==> src/rtl/dmux_stream.sv <==
// 1-to-CH stream demux: one-entry register per channel, 1-cycle latency.
// in_ready drops only when a busy channel in the target set blocks the beat.
module dmux_stream #(
    parameter int  WIDTH = 16,
    parameter int  SELW  = 3,
    parameter int  CNTW  = 16,
    localparam int CH    = 2 ** SELW
) (
    input  logic                  clock,
    input  logic                  reset,
    input  logic [WIDTH-1:0]      in_data,
    input  logic [SELW-1:0]       in_sel,
    input  logic                  in_bcast,
    input  logic                  in_valid,
    output logic                  in_ready,
    input  logic [CH-1:0]         chan_en,
    output logic [CH*WIDTH-1:0]   out_data,
    output logic [CH-1:0]         out_valid,
    input  logic [CH-1:0]         out_ready,
    output logic [CNTW-1:0]       drop_cnt
);

    logic [CH-1:0]            out_valid_q, out_valid_d;
    logic [CH-1:0][WIDTH-1:0] data_q, data_d;
    logic [CNTW-1:0]          drop_cnt_q, drop_cnt_d;

    logic [CH-1:0] free;
    logic [CH-1:0] tgt;
    logic [CH-1:0] load;
    logic          accept;
    logic          drop;

    always_comb begin
        free     = ~out_valid_q | out_ready;
        tgt      = in_bcast ? chan_en : (CH'(1) << in_sel);
        // Channels outside the target set never block; an empty set always accepts.
        in_ready = &(free | ~tgt);
        accept   = in_valid & in_ready;
        load     = accept ? (tgt & chan_en) : '0;
        drop     = accept & ~(|load);

        out_valid_d = load | (out_valid_q & ~out_ready);
        for (int k = 0; k < CH; k++) begin
            data_d[k] = load[k] ? in_data : data_q[k];
        end

        drop_cnt_d = drop_cnt_q;
        if (drop && !(&drop_cnt_q)) begin
            drop_cnt_d = drop_cnt_q + CNTW'(1);
        end
    end

    always_ff @(posedge clock or posedge reset) begin
        if (reset) begin
            out_valid_q <= '0;
            data_q      <= '0;
            drop_cnt_q  <= '0;
        end else begin
            out_valid_q <= out_valid_d;
            data_q      <= data_d;
            drop_cnt_q  <= drop_cnt_d;
        end
    end

    assign out_valid = out_valid_q;
    assign out_data  = data_q;
    assign drop_cnt  = drop_cnt_q;

endmodule
==> config.mk <==
export PLATFORM = sky130hd
export DESIGN_NAME = dmux_stream
export DESIGN_NICKNAME = d
export VERILOG_FILES = /design/src/rtl/dmux_stream.sv
export SDC_FILE = /design/constraint.sdc
export NUM_CORES = 1
export LEC_CHECK = 0
export CAP_MARGIN = 20
export CORE_ASPECT_RATIO = 0.5
export CORE_MARGIN = 3
export CORE_UTILIZATION = 51
export DETAILED_ROUTE_END_ITERATION = 10
export PLACE_DENSITY = 0.89
export SYNTH_ARGS = -nofsm -noshare
export SYNTH_HDL_FRONTEND = slang
export SYNTH_SLANG_ARGS = --single-unit
==> constraint.sdc <==
create_clock -name clock -period 13.1 [get_ports clock]
set_input_delay 3.93 -clock clock [delete_from_list [all_inputs] [get_ports clock]]
set_output_delay 3.93 -clock clock [all_outputs]
set_load 0.005 [all_outputs]
# Yosys cells after proc, flatten, opt, wreduce, memory -nomap -nowiden
# Cells that the tools add are included.
word_totals:
  reg_bits: 152
  out_inout_bits: 153
  wordCells: 30
op_classes:
  add_sub_neg: 1
  shifts: 1
  muxes: 2
  n_bitwise: 11
  reduce_logical: 5
op_table:
  columns: ["cell", "count"]
  rows:
  - ["$not A8 Y8", 3]
  - ["$or A8 B8 Y8", 3]
  - ["$add A16 B1 Y16 const B", 1]
  - ["$and A8 B8 Y8", 2]
  - ["$mux W8", 2]
  - ["$reduce_and A16 Y1", 1]
  - ["$reduce_and A8 Y1", 1]
  - ["$reduce_or A8 Y1", 1]
  - ["$shl A1 B3 Y8 const A", 1]
  - ["$and A1 B1 Y1", 2]
  - ["$logic_and A1 B1 Y1", 1]
  - ["$logic_not A1 Y1", 1]
  - ["$not A1 Y1", 1]

# Depth between registers and ports, before layout
depth:
  ltp_word: 11
  depth_mapped: 9
  ltp_nobuf: 6

# Worst setup path after synthesis
# Ideal clock, no wire load.
synth_path:
  path_kind: "input-to-output"
  start: "input in_sel[2]"
  end: "output in_ready"
  t_arrival_ns: 4.862
  slack_ns: 4.308
  path_stages: 5
  cell_sequence: "buf_2 -> nor4b_2 -> a21oi_1 -> o221a_2 -> and4b_1"
synth_between:
  elab_chain_len: 5
synth_rtl:
  columns: ["item", "line_no", "source"]
  rows:
  - ["from (decl)", "12", "input logic [SELW-1:0] in_sel,"]
  - ["$shl A1 B3 Y8", "35", "tgt = in_bcast ? chan_en : (CH'(1) << in_sel);"]
  - ["$mux W8", "35", null]
  - ["$not A8 Y8", "37", "in_ready = &(free | ~tgt);"]
  - ["$or A8 B8 Y8", "37", null]
  - ["$reduce_and A8 Y1", "37", null]
  - ["to (decl)", "15", "output logic in_ready,"]
# No other way between the ends.

# Worst setup path in the final report
layout_path:
  start: "input in_bcast"
  end: "output in_ready"
layout_between:
  elab_chain_len: 4
layout_rtl:
  columns: ["item", "line_no", "source"]
  rows:
  - ["from (decl)", "13", "input logic in_bcast,"]
  - ["$mux W8", "35", null]
  - ["$not A8 Y8", "37", null]
  - ["$or A8 B8 Y8", "37", null]
  - ["$reduce_and A8 Y1", "37", null]
# No other way between the ends.

==> run_results.csv <==
group,metric,value,unit
place,dp_hpwl,11500,um
setup_path,path_common_cell,"clkdlybuf4s50_1",
logic_synthesis,synthCells,434,
drt,first_pass_iters,4,
drt,avgViaCountPerCell,5.538,
finish,drive_above_1_share,27.50,%
cts,cts-root-buf,"clkbuf_16",
timing,final-setup-viol-count,0,
logic_synthesis,yosys-top-cells-area,"dfrtp_1 58%, mux2_4 13%, mux2_2 12%",
logic_synthesis,ys_warn_count,0,
finish,antenna_cells,0,
logic_synthesis,synth_edf_count,0,
setup_path,cp_cell_sequence,"clkdlybuf4s50_1 -> nor4b_2 -> a21oi_1 -> o221a_2 -> and4b_1 -> clkdlybuf4s50_1",
logic_synthesis,syn_area,6575,um^2
global_routing,antenna_found_initial,0,
setup_path,cp-start-kind,"input port",
timing,clock_skew,0.01429,ns
setup_path,rr_worst_depth,6,
power,power.density,185.0,nW/um^2
timing,period_share,77.35,%
timing,final_hold_viol_count,0,
die,die_y,86.29,um
cts,ctsResizeCount,0,
setup_path,slowest_stage,"clkdlybuf4s50_1",
setup_path,critPathKind,"input port to output port",
cts,cts_buffers,17,
min_path,hp-start,"drop_cnt[15]",
logic_synthesis,synth_seq_area_share,57.85,%
power,p_leak,3.850,nW
setup_path,critPathArrivalTime,6.20,ns
global_routing,first_global_vias,4696,
timing,slew_headroom,26.75,%
die,io_pins,192,
min_path,whs_path_depth,1,
drt,route.met2.wl,8990,um
drt,wl_per_cell,21.58,um
setup_path,critPathCaptureType,"output port",
cts,cts_htree_levels,4,
timing,fmax,98.68,MHz
cts,cts.path.max_buffers,2,
timing,drv_slew,0,
die,dieWidth,166.6,um
setup_path,max_stage_delay,0.78,ns
finish,syn_to_final_growth,39.01,%
logic_synthesis,synth_top_area_share,57.85,%
cts,clkLatencyLatePin,0.42,ns
cts,cts.sinks,152,
logic_synthesis,synth_top_cell_by_area,"dfrtp_1",
drt,dr_total_vias,4458,
finish,fin_util,74.97,%
cts,ctsHoldBuffers,0,
drt,drc_errors,0,
logic_synthesis,ys_types,51,
logic_synthesis,async_reset_ff_share,100.0,%
die,initial_core_util,53.93,%
place,place_ws,3.004,ns
timing,period_needed,10.13,ns
status,outcome,"completed",
drt,routed_wl,17370,um
drt,maxUsedRoutingLayer,"met4",
cts,cts_tree,"built",
power,irDropWorstVdd,0.00009435,V
global_routing,grt_max_degree,85,
drt,drt-met1-wl,7184,um
finish,fin_nets,668,
finish,finalNonFillerCells,805,
logic_synthesis,avgSynthCellArea,15.15,um^2
drt,drt_iter0_drc,394,
global_routing,grt_pass1_wl,27340,um
die,die-area,14370,um^2
die,fp-row-count,28,
setup_path,rr_startpoint,"out_valid[1]",
setup_path,worstPathRequired,9.17,ns
global_routing,track_usage,24.62,%
timing,fin_setup_tns,0,ns
place,portBuffers,191,
timing,grt_setup_unrepaired,"no",
logic_synthesis,synth_fp_nets,474,
drt,dr_wl_met3,1010,um
global_routing,grt-ovfl-total,0,
place,gp_congestion,0.8530,
cts,cts_setup_buffers,0,
setup_path,reg2reg_slack,10.15,ns
timing,tightestPinTransition,1.098,ns
drt,drtAntennaViolNets,0,
logic_synthesis,synth_seq_cells,152,
setup_path,worstPathMaxFanout,22,
min_path,hold_class,"flop to flop",
timing,fin_ws,2.967,ns
setup_path,crit_start,"in_bcast",
run,maxCapViolCount,0,
cts,path_clk_slew,0.07,ns
die,coreArea,12190,um^2
logic_synthesis,yosys_most_used_dff,"dfrtp_1",
place,place_inst,774,
[Yosys cell counts, types with 2 or more instances]
cell type  number
a21oi_1         3
and3_1          2
and4b_1         2
buf_2           3
buf_4           4
buf_6           8
dfrtp_1       152
inv_1           5
mux2_1          6
mux2_2         69
mux2_4         56
mux2i_1         4
nand2_1         9
nand2b_1        6
nand3_1         8
nand4_1         7
nor2_1          5
nor2_4          6
nor3_1         11
nor3_2          2
nor3b_1         5
nor4_1          3
nor4_2          3
o21ai_0        14
o22ai_1         2
xor2_1         14
[final timing paths]
path / endpoint
worst max-delay path: in_ready
worst min-delay path: drop_cnt[15]
worst max register to register: out_data[97]
worst min register to register: drop_cnt[15]
max in group asynchronous: out_data[113]
min in group asynchronous: out_data[67]
[cells by family after synthesis]
kind of cell             share of synthesized area, %
flip-flops                                      57.85
multiplexers                                    26.24
AND/OR/NAND/NOR                                 8.392
AO/OA/AOI/OAI                                   2.778
buffers and inverters                           2.683
XOR/XNOR                                        1.865
adder cells (fa/ha/maj)                        0.1903
[critical path, delay by kind of cell]
kind / cells / cell delay (ns)
AOI/OAI and AO/OA: 2 / 0.43
buffers and inverters: 2 / 1.22
and+or+nand+nor: 2 / 0.62
[metrics by stage]
stage                     power, mW  instance area, um^2  hold WS (ns)
final                         1.691                 9140        0.5004
after global routing          1.761                 9140        0.5184
after CTS                     1.700                 9140        0.5021
after detailed placement      1.207                 8556        0.4878
after global placement        1.182                 8556        0.4751
after floorplan              0.8703                 6575        0.4828
[routing by layer]
layer  vias to the layer above  GRT usage (%)
met2                       158          44.16
met4                         0          5.689
met5                         -              0
met1                      2317          30.85
met3                        14          6.014
li1                       1969              -
[registers in the layout, summed over array words and instances, names as in the netlist]
signal	count
drop_cnt	16
out_valid	8
out_data	128
[where the power goes]
part	internal [mW]	leakage, nW	total [mW]	switching, mW
Sequential	0.597	1.83	0.686	0.0888
Combinational	0.351	1.74	0.517	0.166
Clock	0.271	0.282	0.487	0.217
Total	1.22	3.85	1.69	0.472
[cells in the final DEF, fill, tap and decap left out, drive strengths merged, types with 3 or more instances in the layout]
cell type / n
mux2i: 4
nor4: 6
dfrtp: 152
nand2: 9
nand2b: 6
mux2: 131
a21oi: 3
nand3: 9
clkdlybuf4s50: 191
nor3b: 5
o21ai: 15
nor2: 12
nand4: 7
inv: 14
nor3: 14
clkbuf: 17
xor2: 14
[layout make-up]
type / instances / area (um^2)
clock buffer: 17 / 425.4
clock inverter: 14 / 158.9
fill: 735 / 3052
inverter: 5 / 23.77
multi-input combinational: 259 / 2595
sequential: 152 / 3804
tap: 165 / 206.4
timing repair buffer: 193 / 1927
Note: power is estimated with default switching activity, not from simulation.
